==> config.mk <==
export PLATFORM = sky130hd
export DESIGN_NAME = typing_stats
export DESIGN_NICKNAME = d
export VERILOG_FILES = /design/src/rtl/typing_stats.sv
export SDC_FILE = /design/constraint.sdc
export NUM_CORES = 1
export LEC_CHECK = 0
export ABC_CLOCK_PERIOD_IN_PS = 4900
export BUFFER_PORTS_ARGS = -buffer_cell sky130_fd_sc_hd__buf_2
export CORE_MARGIN = 5
export CORE_UTILIZATION = 60
export DETAILED_ROUTE_END_ITERATION = 8
export PLACE_DENSITY = 0.89
export RECOVER_POWER = 25
export SYNTH_ARGS = -nofsm -noshare
export SYNTH_HDL_FRONTEND = slang
export SYNTH_SLANG_ARGS = --single-unit
export TNS_END_PERCENT = 20
==> constraint.sdc <==
create_clock -name clk -period 4.9 [get_ports clk]
set_input_delay 0.735 -clock clk [delete_from_list [all_inputs] [get_ports clk]]
set_output_delay 0.735 -clock clk [all_outputs]
set_load 0.02 [all_outputs]
==> src/rtl/typing_stats.sv <==
// rtl/typing_stats.sv - typing round keystroke/second counters with serial WPM and accuracy divide
// Optional: define TYPING_STATS_ERR_OUT_EN to add the err_cnt output.
module typing_stats #(
    parameter int TICK_CYCLES = 100000000,
    parameter int CNT_W       = 12,
    parameter int WPM_MAX     = 999
) (
    input  logic             clk,
    input  logic             rst,
    input  logic             start,
    input  logic             stop,
    input  logic             key_valid,
    input  logic             key_correct,
    output logic             busy,
    output logic [9:0]       elapsed_sec,
    output logic [9:0]       wpm,
    output logic [9:0]       acc,
    output logic             finish
`ifdef TYPING_STATS_ERR_OUT_EN
    ,
    output logic [CNT_W-1:0] err_cnt
`endif
);

    localparam int DW     = 19;
    localparam int TICK_W = (TICK_CYCLES > 1) ? $clog2(TICK_CYCLES) : 1;
    localparam logic [CNT_W-1:0]  CNT_MAX   = '1;
    localparam logic [TICK_W-1:0] TICK_LAST = TICK_W'(TICK_CYCLES - 1);
    localparam logic [DW-1:0]     WPM_MAX_Q = DW'(WPM_MAX);
    localparam logic [4:0]        DIV_LAST  = 5'd18;

    typedef enum logic [2:0] {S_IDLE, S_RUN, S_DIV_W, S_DIV_A, S_DONE} state_t;

    state_t state, state_nxt;

    logic [CNT_W-1:0]  total_cnt, correct_cnt, total_nxt, correct_nxt;
    logic [TICK_W-1:0] tick_cnt, tick_nxt;
    logic [9:0]        elapsed_nxt;
    logic              tick_wrap, start_run;

    logic [DW-1:0]     div_q, div_d, div_r, q_nxt, r_nxt;
    logic [DW:0]       trial;
    logic              ge;
    logic [4:0]        div_cnt;
    logic [9:0]        wpm_tmp, acc_tmp;

    always_comb begin
        state_nxt = state;
        busy      = 1'b0;
        case (state)
            S_IDLE:  if (start) state_nxt = S_RUN;
            S_RUN: begin
                busy = 1'b1;
                if (stop) state_nxt = S_DIV_W;
            end
            S_DIV_W: begin
                busy = 1'b1;
                if (div_cnt == DIV_LAST) state_nxt = S_DIV_A;
            end
            S_DIV_A: begin
                busy = 1'b1;
                if (div_cnt == DIV_LAST) state_nxt = S_DONE;
            end
            S_DONE:  state_nxt = S_IDLE;
            default: state_nxt = S_IDLE;
        endcase
    end

    // stop outranks start, so a restart only happens when stop is absent
    assign start_run = start && ((state == S_IDLE) || (state == S_RUN && !stop));

    // Next-cycle counter values; the stop edge still counts, so the WPM operands use these
    assign tick_wrap   = (tick_cnt == TICK_LAST);
    assign tick_nxt    = tick_wrap ? '0 : tick_cnt + 1'b1;
    assign elapsed_nxt = (tick_wrap && elapsed_sec != 10'd1023) ? elapsed_sec + 10'd1 : elapsed_sec;
    assign total_nxt   = total_cnt + CNT_W'(key_valid && total_cnt != CNT_MAX);
    assign correct_nxt = correct_cnt + CNT_W'(key_valid && key_correct && correct_cnt != CNT_MAX);

    // Restoring divide step: remainder always stays below the divisor, so it fits in DW bits
    assign trial = {div_r, div_q[DW-1]};
    assign ge    = (trial >= {1'b0, div_d});
    assign r_nxt = ge ? DW'(trial - {1'b0, div_d}) : trial[DW-1:0];
    assign q_nxt = {div_q[DW-2:0], ge};

    always_ff @(posedge clk) begin
        if (!rst) begin
            state       <= S_IDLE;
            total_cnt   <= '0;
            correct_cnt <= '0;
            tick_cnt    <= '0;
            elapsed_sec <= '0;
            div_q       <= '0;
            div_d       <= '0;
            div_r       <= '0;
            div_cnt     <= '0;
            wpm_tmp     <= '0;
            acc_tmp     <= '0;
            wpm         <= '0;
            acc         <= '0;
            finish      <= 1'b0;
`ifdef TYPING_STATS_ERR_OUT_EN
            err_cnt     <= '0;
`endif
        end else begin
            state  <= state_nxt;
            finish <= 1'b0;

            if (start_run) begin
                total_cnt   <= '0;
                correct_cnt <= '0;
                tick_cnt    <= '0;
                elapsed_sec <= '0;
            end else if (state == S_RUN) begin
                total_cnt   <= total_nxt;
                correct_cnt <= correct_nxt;
                tick_cnt    <= tick_nxt;
                elapsed_sec <= elapsed_nxt;
            end

            case (state)
                S_RUN: begin
                    if (stop) begin
                        div_q   <= DW'(correct_nxt) * DW'(12);
                        div_d   <= (elapsed_nxt == '0) ? DW'(1) : DW'(elapsed_nxt);
                        div_r   <= '0;
                        div_cnt <= '0;
                    end
                end
                S_DIV_W: begin
                    div_q   <= q_nxt;
                    div_r   <= r_nxt;
                    div_cnt <= div_cnt + 5'd1;
                    if (div_cnt == DIV_LAST) begin
                        wpm_tmp <= (q_nxt > WPM_MAX_Q) ? WPM_MAX_Q[9:0] : q_nxt[9:0];
                        div_q   <= DW'(correct_cnt) * DW'(100);
                        div_d   <= DW'(total_cnt);
                        div_r   <= '0;
                        div_cnt <= '0;
                    end
                end
                S_DIV_A: begin
                    div_q   <= q_nxt;
                    div_r   <= r_nxt;
                    div_cnt <= div_cnt + 5'd1;
                    // a zero divisor still runs all steps; its quotient is discarded
                    if (div_cnt == DIV_LAST)
                        acc_tmp <= (total_cnt == '0) ? 10'd0 : q_nxt[9:0];
                end
                S_DONE: begin
                    wpm    <= wpm_tmp;
                    acc    <= acc_tmp;
                    finish <= 1'b1;
`ifdef TYPING_STATS_ERR_OUT_EN
                    err_cnt <= total_cnt - correct_cnt;
`endif
                end
                default: ;
            endcase
        end
    end

endmodule

==> impl_metrics.json <==
{
  "post_synth_edffs": 0,
  "grt_util_met2_pct": 38.8,
  "number_of_levels_the_h_tree_was_split_into": 4,
  "timing.final.crit_share_pct": 91.4,
  "startpoint_type": "flip-flop",
  "total_power_mw": 3.03,
  "stdcell_area_mm2": 0.0102,
  "floorplan.initialDensity_pct": 61.3,
  "ys.warnings.count": 0,
  "areaGrowthSynthToFinish_pct": 9.35,
  "final_replace_weighted_congestion": 0.914,
  "grt_setup_unrepaired": "no",
  "cts_setup_buffers": 0,
  "pre_repair_dr_iteration_count": 8,
  "synthCells": 1131,
  "final_cell_mix": "dfxtp_1 (160), nand2_1 (154), nor2_1 (128)",
  "critPathKind": "flip-flop to flip-flop",
  "fmax_ghz": 0.223,
  "setup.reg_to_reg.worst_slack_ps": 420,
  "layout.cells.most_common": "dfxtp_1",
  "critPathSlowestCell": "fa_1",
  "synth_net_count": 1218,
  "postRouteWirelength_um": 21600,
  "grt.overflow.total": 0,
  "synth_largest_type_area_fraction_pct": 34.3,
  "hold-worst-slack_ps": 451,
  "viasPerCell": 5.99,
  "synth.largest_area_cell": "dfxtp_1",
  "async_flop_share_pct": 0,
  "global_route.usage.met1_pct": 31.5,
  "clock_sinks": 160,
  "detail-route-antenna-nets": 0,
  "timing.critical_path.fanout_max": 7,
  "core.rowCount": 45,
  "synth.ff_latch_count": 160,
  "vdd_ir_max_uv": 247,
  "die_width_um": 135,
  "slew_headroom_pct": 27.5,
  "hold_viol": 0,
  "tritoncts.num_buffers": 17,
  "cp_cell_sequence": "ha_1 -> and4_1 -> a31oi_1 -> ha_1 -> ha_1 -> xor2_1 -> fa_1 -> and4b_1 -> a211o_1 -> a221oi_2 -> o21ai_0 -> a21oi_1 -> o21ai_1 -> a211oi_1 -> o41ai_1",
  "drc": 0,
  "fp.dieH_um": 135,
  "top_usage_layer": "met2",
  "post_synth_num_cell_types": 78,
  "worst_hold_path_type": "flip-flop to flip-flop",
  "via_count": 8203,
  "synth-main-ff-cell": "dfxtp_1",
  "maximum_number_of_pins_on_one_net_before_global_route_repair": 68,
  "place_inst": 1340,
  "cts.hold.buffers_added": 0,
  "maxCapViolCount": 0,
  "cp_common_cell": "ha_1",
  "worst_slew_pin_slew_ps": 1080,
  "timing.critical_path.arrival_ps": 4770,
  "placedInstanceArea_mm2": 0.00965,
  "synthTopCellsByArea": "dfxtp_1 (34%), ha_1 (9.6%), nand2_1 (6.2%), nor2_1 (5.1%), xor2_1 (5.1%)",
  "cts_tree": "built",
  "num_antenna_cells": 0,
  "clock-skew-final_ps": 7.80,
  "synth.yosys.seq_area_share_pct": 34.3,
  "fp.coreArea_mm2": 0.0153,
  "fin_cells": 1370,
  "synthesis.area_per_instance_um2": 8.27,
  "vias_in_the_first_global_route": 7646,
  "crit_family": "compound AO/OA/AOI/OAI gates",
  "worstPathBufferInverterCount": 0,
  "end_kind": "flip-flop",
  "slew_viol_final": 0,
  "finalCriticalPeriod_ps": 4480,
  "report.final.setup_viol": 0,
  "groute.usage.overall_pct": 23.8,
  "tns_ps": 0,
  "cts.repair.resized": 0,
  "antenna_found_initial": 0,
  "root_buffer": "clkbuf_16",
  "number_of_drc_violations_after_detailed_routing_iteration_0": 808,
  "insertion_delay_ps": 430,
  "layout.nets": 1235,
  "cpPeakStageDelay_ps": 550,
  "dp.final_hpwl_um": 15100,
  "cellPowerDensity_mw_per_mm2": 297,
  "synth_area_mm2": 0.00935,
  "grt_first_pass_wirelength_um": 36100,
  "io_buffers": 37,
  "die_footprint_mm2": 0.0182,
  "leakagePower_nw": 4.19,
  "grt_util_met3_pct": 4.66,
  "clock_tree.buffer_depth": 2,
  "required_ps": 5190,
  "clock_slew_at_reported_path_ffs_ps": 60,
  "run_status": "finished clean",
  "layout-drive-gt1-share_pct": 7.42,
  "wire_per_inst_um": 15.7,
  "top_level_ports": 38
}
-- through the flow --
| stage | util (%) | worst slack, ps |
|---|---|---|
| floorplan | - | 801 |
| global placement | 63.3 | 481 |
| detailed placement | 63.3 | 382 |
| CTS | 67.2 | 373 |
| global route | 67.0 | 10.4 |
| finish | 67.0 | 422 |
-- worst min-delay path, cell delays in order, from the launching register on --
cell,delay [ps]
dfxtp_1,310
nand2_1,50
a21oi_1,50
-- state kept, by name, indices dropped and copies added, names as in the netlist, 3 cells and up --
signal / flops
tick_cnt: 27
div_q: 19
div_r: 19
correct_cnt: 12
div_d: 12
total_cnt: 12
acc: 10
acc_tmp: 10
elapsed_sec: 10
wpm: 10
wpm_tmp: 10
div_cnt: 5
state: 3
-- power by group --
part,internal [mW],leakage [nW],switching (mW),total (mW)
Sequential,1.31,1.29,0.0156,1.33
Combinational,0.132,2.61,0.202,0.334
Clock,0.808,0.294,0.560,1.37
-- synth_stat cells (all sizes together) (3+ instances only) --
library cell,n
a21o,8
dfxtp,160
and4,6
mux2i,8
o21bai,4
buf,5
a211o,3
a222oi,15
or4b,3
o221a,8
nor3,18
nand2,154
nor4bb,3
nor2,128
a21oi,78
xnor2,53
or2,5
o21ai,53
xor2,54
inv,50
nor2b,5
fa,9
a221oi,4
a31oi,8
nand4,15
nand2b,8
and3,13
or3,17
and2,8
ha,72
nor4,11
a22oi,16
nand3,37
nor3b,3
a21boi,3
a211oi,11
o31ai,3
clkbuf,41
-- metal layers --
metal | vias up | routed length, um | share of wire [%]
li1 | 4013 | - | -
met1 | 3896 | 9600 | 45
met2 | 260 | 10300 | 48
met3 | 34 | 1370 | 6.4
met4 | 0 | 328 | 1.5
met5 | - | 0 | 0
-- cell families (layout without fill, tap and decap cells) --
kind of cell | count (synthesis) | count (layout) | synth area share, %
AO/OA/AOI/OAI | 232 | 232 | 16.1
XOR/XNOR | 107 | 107 | 10.0
flip-flops | 160 | 160 | 34.3
adder cells (fa/ha/maj) | 81 | 81 | 11.6
AND/OR/NAND/NOR | 444 | 444 | 22.7
buffers and inverters | 98 | 126 | 4.36
multiplexers | 9 | 9 | 0.977
-- cell type report --
cell class	count	area (um2)
multi-input cells	873	5750
fillers	1218	5030
flip-flops and latches	160	3200
clock buffers	17	425
well taps	211	264
repair buffers	46	221
inverters	50	188
clock inverters	13	178
-- worst paths after layout --
path                          startpoint                      to  depth (start not counted)
min                  wpm[2]$_SDFFE_PN0P_     wpm[2]$_SDFFE_PN0P_                          2
max reg2reg  correct_cnt[6]$_SDFFE_PP0N_  div_q[15]$_SDFFE_PN0P_                         15
min reg2reg          wpm[2]$_SDFFE_PN0P_     wpm[2]$_SDFFE_PN0P_                          2
max          correct_cnt[6]$_SDFFE_PP0N_  div_q[15]$_SDFFE_PN0P_                         15
Power figures use the tool's default switching activity.
